`config.mk`:
```
export PLATFORM = sky130hd
export DESIGN_NAME = det_seq_nxn
export DESIGN_NICKNAME = d
export VERILOG_FILES = /design/src/rtl/det_pkg.sv /design/src/rtl/det_mul.sv /design/src/rtl/det_seq_nxn.sv
export SDC_FILE = /design/constraint.sdc
export NUM_CORES = 1
export LEC_CHECK = 0
export CAP_MARGIN = 20
export CORE_MARGIN = 2
export CORE_UTILIZATION = 50
export CTS_CLUSTER_DIAMETER = 40
export CTS_CLUSTER_SIZE = 28
export DETAILED_ROUTE_END_ITERATION = 10
export DONT_BUFFER_PORTS = 1
export GPL_TIMING_DRIVEN = 0
export MAX_ROUTING_LAYER = met4
export SYNTH_ARGS = -nofsm -noshare
export SYNTH_HDL_FRONTEND = slang
export SYNTH_SLANG_ARGS = --single-unit
export TNS_END_PERCENT = 20
```
`constraint.sdc`:
```
create_clock -name clk -period 21.5 [get_ports clk]
set_clock_uncertainty 0.15 [all_clocks]
set_input_delay 1.075 -clock clk [delete_from_list [all_inputs] [get_ports clk]]
set_output_delay 1.075 -clock clk [all_outputs]
set_load 0.005 [all_outputs]
```
`src/rtl/det_pkg.sv`:
```
// det_pkg: shared FSM states, mode codes and schedule lengths for the sequential determinant block.
package det_pkg;
  typedef enum logic [1:0] {IDLE, CALC, DONE} state_t;
  localparam logic MODE_2X2 = 1'b0;
  localparam logic MODE_3X3 = 1'b1;
  localparam int STEPS_2X2 = 2;
  localparam int STEPS_3X3 = 9;
  function automatic int step_w(input int n);
    return n > 1 ? $clog2(n) : 1;
  endfunction
endpackage

```
`src/rtl/det_mul.sv`:
```
// det_mul: combinational signed multiplier with a full-precision product.
module det_mul #(
  parameter int A_W = 8,
  parameter int B_W = 17
) (
  input  logic signed [A_W-1:0]     a,
  input  logic signed [B_W-1:0]     b,
  output logic signed [A_W+B_W-1:0] p
);
  assign p = a * b;
endmodule

```
`src/rtl/det_seq_nxn.sv`:
```
// det_seq_nxn: 2x2/3x3 signed determinant, one shared multiply per clock, valid/ready on both sides.
// Optional `singular` output is enabled by defining DET_SEQ_SINGULAR_EN.
module det_seq_nxn
  import det_pkg::*;
#(
  parameter int ELEM_W = 8,
  parameter int DET_W  = 32
) (
  input  logic              clk,
  input  logic              rst_n,
  input  logic              in_valid,
  output logic              in_ready,
  input  logic              mode,
  input  logic [9*ELEM_W-1:0] matrix,
  output logic              out_valid,
  input  logic              out_ready,
  output logic [DET_W-1:0]  det
`ifdef DET_SEQ_SINGULAR_EN
  ,
  output logic              singular
`endif
);
  localparam int MW = 2*ELEM_W+1;
  localparam int PW = 3*ELEM_W+1;
  localparam int AW = 3*ELEM_W+3;
  localparam int SW = step_w(STEPS_3X3);
  if (DET_W < 3*ELEM_W+3) begin : g_width_chk
    $error("det_seq_nxn: DET_W must be at least 3*ELEM_W+3");
  end
  state_t state, state_nx;
  logic [SW-1:0] step;
  logic md;
  logic signed [ELEM_W-1:0] el [9];
  logic signed [MW-1:0] m1, m2, m3, m_cur, m_nx;
  logic signed [AW-1:0] acc, acc_nx;
  logic signed [ELEM_W-1:0] op_a;
  logic signed [MW-1:0] op_b;
  logic signed [PW-1:0] prod;
  logic last, is_set, is_add, is_acc;
  assign in_ready  = state == IDLE;
  assign out_valid = state == DONE;
  assign last = state == CALC && step == SW'(md == MODE_3X3 ? STEPS_3X3-1 : STEPS_2X2-1);
  assign state_nx = state == IDLE ? (in_valid ? CALC : IDLE)
                  : state == CALC ? (last ? DONE : CALC)
                  : (out_ready ? IDLE : DONE);
  always_ff @(posedge clk or negedge rst_n)
    if (!rst_n) state <= IDLE;
    else state <= state_nx;
  // Cofactors m1..m3 are built first (steps 0-5), then expanded along the top row (steps 6-8).
  always_comb begin
    op_a = el[0];
    op_b = MW'(el[4]);
    if (md == MODE_2X2) begin
      op_a = step == '0 ? el[0] : el[1];
      op_b = step == '0 ? MW'(el[4]) : MW'(el[3]);
    end else
      case (step)
        SW'(0): begin op_a = el[4]; op_b = MW'(el[8]); end
        SW'(1): begin op_a = el[5]; op_b = MW'(el[7]); end
        SW'(2): begin op_a = el[3]; op_b = MW'(el[8]); end
        SW'(3): begin op_a = el[5]; op_b = MW'(el[6]); end
        SW'(4): begin op_a = el[3]; op_b = MW'(el[7]); end
        SW'(5): begin op_a = el[4]; op_b = MW'(el[6]); end
        SW'(6): begin op_a = el[0]; op_b = m1; end
        SW'(7): begin op_a = el[1]; op_b = m2; end
        default: begin op_a = el[2]; op_b = m3; end
      endcase
  end
  det_mul #(.A_W(ELEM_W), .B_W(MW)) u_mul (.a(op_a), .b(op_b), .p(prod));
  assign is_acc = md == MODE_2X2 || step >= SW'(6);
  assign is_set = md == MODE_2X2 ? step == '0 : (step < SW'(6) ? !step[0] : step == SW'(6));
  assign is_add = md == MODE_3X3 && step == SW'(8);
  assign m_cur  = step < SW'(2) ? m1 : step < SW'(4) ? m2 : m3;
  assign m_nx   = is_set ? prod[MW-1:0] : m_cur - prod[MW-1:0];
  assign acc_nx = is_set ? AW'(prod) : is_add ? acc + AW'(prod) : acc - AW'(prod);
  always_ff @(posedge clk or negedge rst_n)
    if (!rst_n) begin
      step <= '0;
      md   <= MODE_2X2;
      el   <= '{default: '0};
      m1   <= '0;
      m2   <= '0;
      m3   <= '0;
      acc  <= '0;
      det  <= '0;
`ifdef DET_SEQ_SINGULAR_EN
      singular <= 1'b0;
`endif
    end else if (in_valid && in_ready) begin
      md <= mode;
      for (int k = 0; k < 9; k++) el[k] <= matrix[(9-k)*ELEM_W-1 -: ELEM_W];
      m1   <= '0;
      m2   <= '0;
      m3   <= '0;
      acc  <= '0;
      step <= '0;
    end else if (state == CALC) begin
      step <= step + 1'b1;
      if (is_acc) acc <= acc_nx;
      else if (step < SW'(2)) m1 <= m_nx;
      else if (step < SW'(4)) m2 <= m_nx;
      else m3 <= m_nx;
      if (last) begin
        det <= DET_W'(acc_nx);
`ifdef DET_SEQ_SINGULAR_EN
        singular <= acc_nx == '0;
`endif
      end
    end
endmodule

```
==> results.yml, run 1 <==
status:
  status: "completed"
synth:
  syn_nets: 2245
  synthFlopType: "dfrtp_1"
  yosys_warnings: 0
  synth_area_um2: 16290
  ys_types: 80
  netlist_instances: 1961
  yosysTopAreaCell: "dfrtp_1"
  synth_edf_count: 0
  syn_avg_cell_area_um2: 8.306
  ys_ff_latch: 184
  postSynth.asyncResetShare_pct: 100.0
  ys_seq_area_share_pct: 28.27
  synth.area.top_cells: "dfrtp_1, fa_1, nand2_1, ha_1, nor2_1"
  synth_top_area_share_pct: 28.27
global_route:
  grt_use_total_pct: 31.52
  grt_pass1_wl_mm: 79.58
  grt_start_max_net_pins: 185
  antenna_found_initial: 0
  overflow: 0
  grt_pass1_vias: 14020
clock_network:
  cts_resized: 0
  insertion_delay_ns: 0.46
  clk_pin_slew_worst_paths_ns: 0.08
  holdBufCountCts: 0
  cts_tree: "done"
  clock_sink_count: 184
  h-tree-depth: 4
  cts_max_path_buffers: 2
  cts_buffers: 17
  postCtsSetupRepairBufs: 0
  root_buffer: "clkbuf_16"
detailed_routing:
  final_antenna_net_count: 0
  wl_mm: 50.35
  drt-pass1-iter-count: 6
  vias: 14190
  drt_iter0_drc: 1126
  drcViolationCount: 0
  via_per_inst: 5.822
  avgRoutedWirePerCell_um: 20.66
setup_path:
  crit_top_cell: "clkbuf_1"
  cp-start-kind: "register"
  crit_arrival_ns: 12.15
  worst-path-buf-inv: 8
  crit_path_end_kind: "register"
  crit_slowest_cell: "clkbuf_1"
  slowest_delay_ns: 0.64
  crit_fanout: 10
  worstSetupPathType: "reg2reg"
  required_ns: 21.64
  cp_top_family: "compound AO/OA/AOI/OAI gates"
finish:
  fin_nets: 2267
  post-route-util_pct: 54.04
  layout_commonest_cell: "nand2_1"
  drive_gt1_share_pct: 3.659
  diodes: 0
  area_growth_pct: 7.128
  final_cell_mix: "nand2_1, nor2_1, inv_1, dfrtp_1, o21ai_0"
  stdcell_count: 2437
sta:
  fin_crit_sh_pct: 55.86
  finalSetupViolations: 0
  fin_setup_tns_ns: 0
  period_minus_slack_ns: 12.01
  rsz0062_at_grt: "no"
  relSlewSlack_pct: 26.50
  drv_slew: 0
  hold_viol: 0
  fmax_mhz: 83.26
  worstMarginPinSlew_ns: 1.103
die:
  start_util_pct: 50.45
  die_area_um2: 34040
  rows: 66
  fp.coreArea_um2: 32290
  pin_count: 111
  die_h_um: 184.5
  die_x_um: 184.5
job:
  max-cap-violations: 0
hold_path:
  min_path_type: "in2async"
placed_design:
  place_hpwl_mm: 39.12
  post-place-cells: 2404
  place.gp.congestion: 0.9277
  place.port_buffers: 0
[area by class of cell]
| cell class | instances | area [µm²] |
|---|---|---|
| Clock buffer | 18 | 429.2 |
| Timing Repair Buffer | 3 | 15.01 |
| Tap cell | 442 | 553.0 |
| Fill cell | 3116 | 14840 |
| Multi-Input combinational cell | 1495 | 10600 |
| Inverter | 185 | 694.4 |
| Buffer | 97 | 387.9 |
| Sequential cell | 184 | 4604 |
| Clock inverter | 13 | 163.9 |
[cell families after synthesis]
logic type | after synthesis | share of synthesized area, %
AO/OA/AOI/OAI | 431 | 17.40
XOR/XNOR | 81 | 4.448
adder cells (fa/ha/maj) | 207 | 21.06
buffers and inverters | 282 | 6.645
flip-flops | 184 | 28.27
multiplexers | 35 | 2.174
AND/OR/NAND/NOR | 741 | 20.00
[path summary, 6_finish.rpt]
| path | start | endpoint | slack (ns) | depth (start not counted) |
|---|---|---|---|---|
| setup / recovery | step[0] | acc[26] | 9.49 | 41 |
| hold / removal | rst_n | el[4] | 0.16 | 0 |
| setup reg to reg | step[0] | acc[26] | 9.49 | 41 |
| hold reg to reg | el[52] | el[52] | 0.33 | 2 |
| max in group asynchronous | rst_n | acc[15] | 20.75 | 0 |
| min in group clk | el[52] | el[52] | 0.33 | 2 |
[metal layers]
| layer | GRT usage, % | part of all wire (%) | vias up | routed length [µm] |
|---|---|---|---|---|
| met5 | - | 0 | - | 0 |
| met2 | 51.13 | 48 | 482 | 23960 |
| li1 | - | - | 6643 | - |
| met3 | 3.972 | 6.0 | 75 | 3029 |
| met4 | 10.69 | 2.8 | 0 | 1422 |
| met1 | 40.96 | 44 | 6987 | 21940 |
[state kept, by name (all words and copies together) (netlist names)]
name,flops
el,72
acc,27
det,27
m1,17
m2,17
m3,17
step,4
state,2
md,1
[stage by stage]
stage,setup slack [ns],hold WS [ns],area (µm²)
floorplan,11.79,0.2874,16290
global route,8.671,0.1349,17450
global placement,9.671,0.3085,16840
finish,9.490,0.1621,17450
detailed placement,9.654,0.3133,16850
CTS,9.561,0.1466,17440
[synth_stat cells, types with 34 or more instances]
library cell	count
xor2_1	34
fa_1	112
o21ai_0	136
nand3_1	69
clkbuf_1	83
xnor2_1	45
dfrtp_1	184
inv_1	184
nor2_1	204
nand2_1	329
ha_1	95
a21oi_1	89
Power of run 1 is left out: the tool's default activity adds up to more than one toggle a clock period on the data nets, which glitch-free logic cannot reach.
==> run 2, diff against run 1 <==
--- a/config.mk
+++ b/config.mk
@@ -5,6 +5,7 @@
 export SDC_FILE = /design/constraint.sdc
 export NUM_CORES = 1
 export LEC_CHECK = 0
+export ABC_AREA = 1
 export CAP_MARGIN = 20
 export CORE_MARGIN = 2
 export CORE_UTILIZATION = 50
==> constraint.sdc (replaced) <==
create_clock -name clk -period 11.05 [get_ports clk]
set_clock_uncertainty 0.15 [all_clocks]
set_input_delay 0.5525 -clock clk [delete_from_list [all_inputs] [get_ports clk]]
set_output_delay 0.5525 -clock clk [all_outputs]
set_load 0.005 [all_outputs]
==> run 2 against run 1 <==
Net effect:
- utilization rose by 0.78 points
- count of clock-buffer cells in the layout did not move
- final cell count rose by 14%
- register-to-register slack got worse by 8.7 ns
- critical path type unchanged
- largest cell class unchanged
==> results.yml, run 2 <==
global_route:
  grt_pass1_vias: 15220
  grt_pass1_wl_mm: 84.33
  antenna_found_initial: 0
  overflow: 0
  grt_start_max_net_pins: 185
  grt_use_total_pct: 32.03
setup_path:
  crit_top_cell: "inv_1"
  worstSetupPathType: "reg2reg"
  required_ns: 11.22
  r2r-start: "step[1]"
  crit_slowest_cell: "fa_1"
  crit_fanout: 10
  r2r_setup_slack_ns: 0.80
  cp-start-kind: "register"
  crit_path_end_kind: "register"
  crit_start: "step[1]"
  slowest_delay_ns: 0.54
  crit_arrival_ns: 10.42
job:
  max-cap-violations: 0
clock_network:
  postCtsSetupRepairBufs: 0
  clock_sink_count: 184
  insertion_delay_ns: 0.47
  clk_pin_slew_worst_paths_ns: 0.08
  cts_tree: "done"
  h-tree-depth: 4
  cts_max_path_buffers: 2
  cts_buffers: 17
  root_buffer: "clkbuf_16"
status:
  status: "completed"
synth:
  synth_area_um2: 16680
  synthTopCellsByCount: "nand2_1, inv_1, nor2_1"
  synth_edf_count: 0
  ys_types: 56
  synth.area.top_cells: "dfrtp_1, nand2_1, fa_1, inv_1, ha_1"
  syn_avg_cell_area_um2: 7.264
  syn_nets: 2581
  ys_seq_area_share_pct: 27.60
  postSynth.asyncResetShare_pct: 100.0
  netlist_instances: 2297
  ys_ff_latch: 184
  synth_top_area_share_pct: 27.60
  yosys_warnings: 0
  synthFlopType: "dfrtp_1"
  yosysMostFrequentCell: "nand2_1"
  yosysTopAreaCell: "dfrtp_1"
die:
  die_x_um: 186.7
  rows: 66
  die_h_um: 186.7
  start_util_pct: 51.02
  pin_count: 111
  fp.coreArea_um2: 32700
  die_area_um2: 34850
detailed_routing:
  drcViolationCount: 0
  drt-pass1-iter-count: 5
  avgRoutedWirePerCell_um: 19.15
  wl_mm: 53.12
  final_antenna_net_count: 0
  vias: 15500
  via_per_inst: 5.587
  drt_iter0_drc: 1366
finish:
  area_growth_pct: 7.447
  fin_nets: 2603
  diodes: 0
  largest_reg_flops: 72
  final_cell_mix: "nand2_1, inv_1, nor2_1"
  reg_top3: "el (72), acc (27), det (27)"
  drive_gt1_share_pct: 4.674
  regMostFlops: "el"
  layout_commonest_cell: "nand2_1"
sta:
  hold_viol: 0
  period_minus_slack_ns: 10.25
  rsz0062_at_grt: "no"
  fin_setup_tns_ns: 0
  worstMarginPinSlew_ns: 1.032
  fin_crit_sh_pct: 92.73
  drv_slew: 0
  fmax_mhz: 97.59
  relSlewSlack_pct: 31.18
  finalSetupViolations: 0
placed_design:
  place.port_buffers: 0
  place_hpwl_mm: 42.01
  place.gp.congestion: 0.9536
hold_path:
  min_path_type: "in2reg"
  min_from: "out_ready"
-- run 2: kinds of logic after synthesis --
family / after synthesis / synth area share, %
fa+ha+maj: 207 / 20.56
xor+xnor: 46 / 2.460
simple gates: 1026 / 25.32
flops: 184 / 27.60
buf+inv: 441 / 10.10
compound gates: 393 / 13.96
-- run 2: what timing repair did --
item | in CTS | in global routing
hold buffers | 1 | 1
hold endpoints to repair | 184 | 17
endpoints found under the setup margin | 0 | 18
gates resized for setup | 0 | 9
-- run 2: worst max-delay path: cells and delay by family (launching register included) --
kind,cells,cell delay [ns]
xor+xnor,1,0.18
flops,1,0.45
buf+inv,12,1.60
simple gates,19,3.04
compound gates,8,1.60
fa+ha+maj,7,3.03
-- run 2: per-stage QoR --
step | instances | area (µm²) | setup slack [ns] | hold slack, ns | util, %
3_5_place_dp | 2740 | 17250 | 0.4762 | 0.1101 | 52.75
3_3_place_gp | 2739 | 17240 | 0.5069 | 0.1110 | 52.71
4_1_cts | 2773 | 17890 | 0.4269 | 0.01133 | 54.70
2_1_floorplan | 2297 | 16680 | 2.826 | 0.1069 | -
6_report | 2774 | 17930 | 0.8035 | 0.02723 | 54.82
5_1_grt | 2774 | 17930 | 0.03578 | 0.01960 | 54.82
-- run 2: final cells by class --
class                   instances  area, µm²
inverters                     367       1378
flip-flops and latches        184       4604
plain buffers                  74      310.3
well taps                     442      553.0
repair buffers                  3      42.54
multi-input cells            1672      10430
clock inverters                14      171.4
fillers                      3279      14770
clock buffers                  18      439.2
-- run 2: final timing paths --
check                      cells after the start  endpoint
setup / recovery                              47   acc[23]
hold / removal                                 1  state[1]
setup reg to reg                              47   acc[23]
hold reg to reg                                2    el[22]
max in group asynchronous                      2   det[21]
min in group asynchronous                      2    el[55]
-- run 2: layer usage --
layer	routed length (µm)	GRT usage [%]	up-vias
met3	3600	3.724	74
met5	0	-	-
met1	23960	45.08	7536
li1	-	-	7352
met4	1615	10.35	0
met2	23940	48.40	537
Power of run 2 is left out for the same reason.
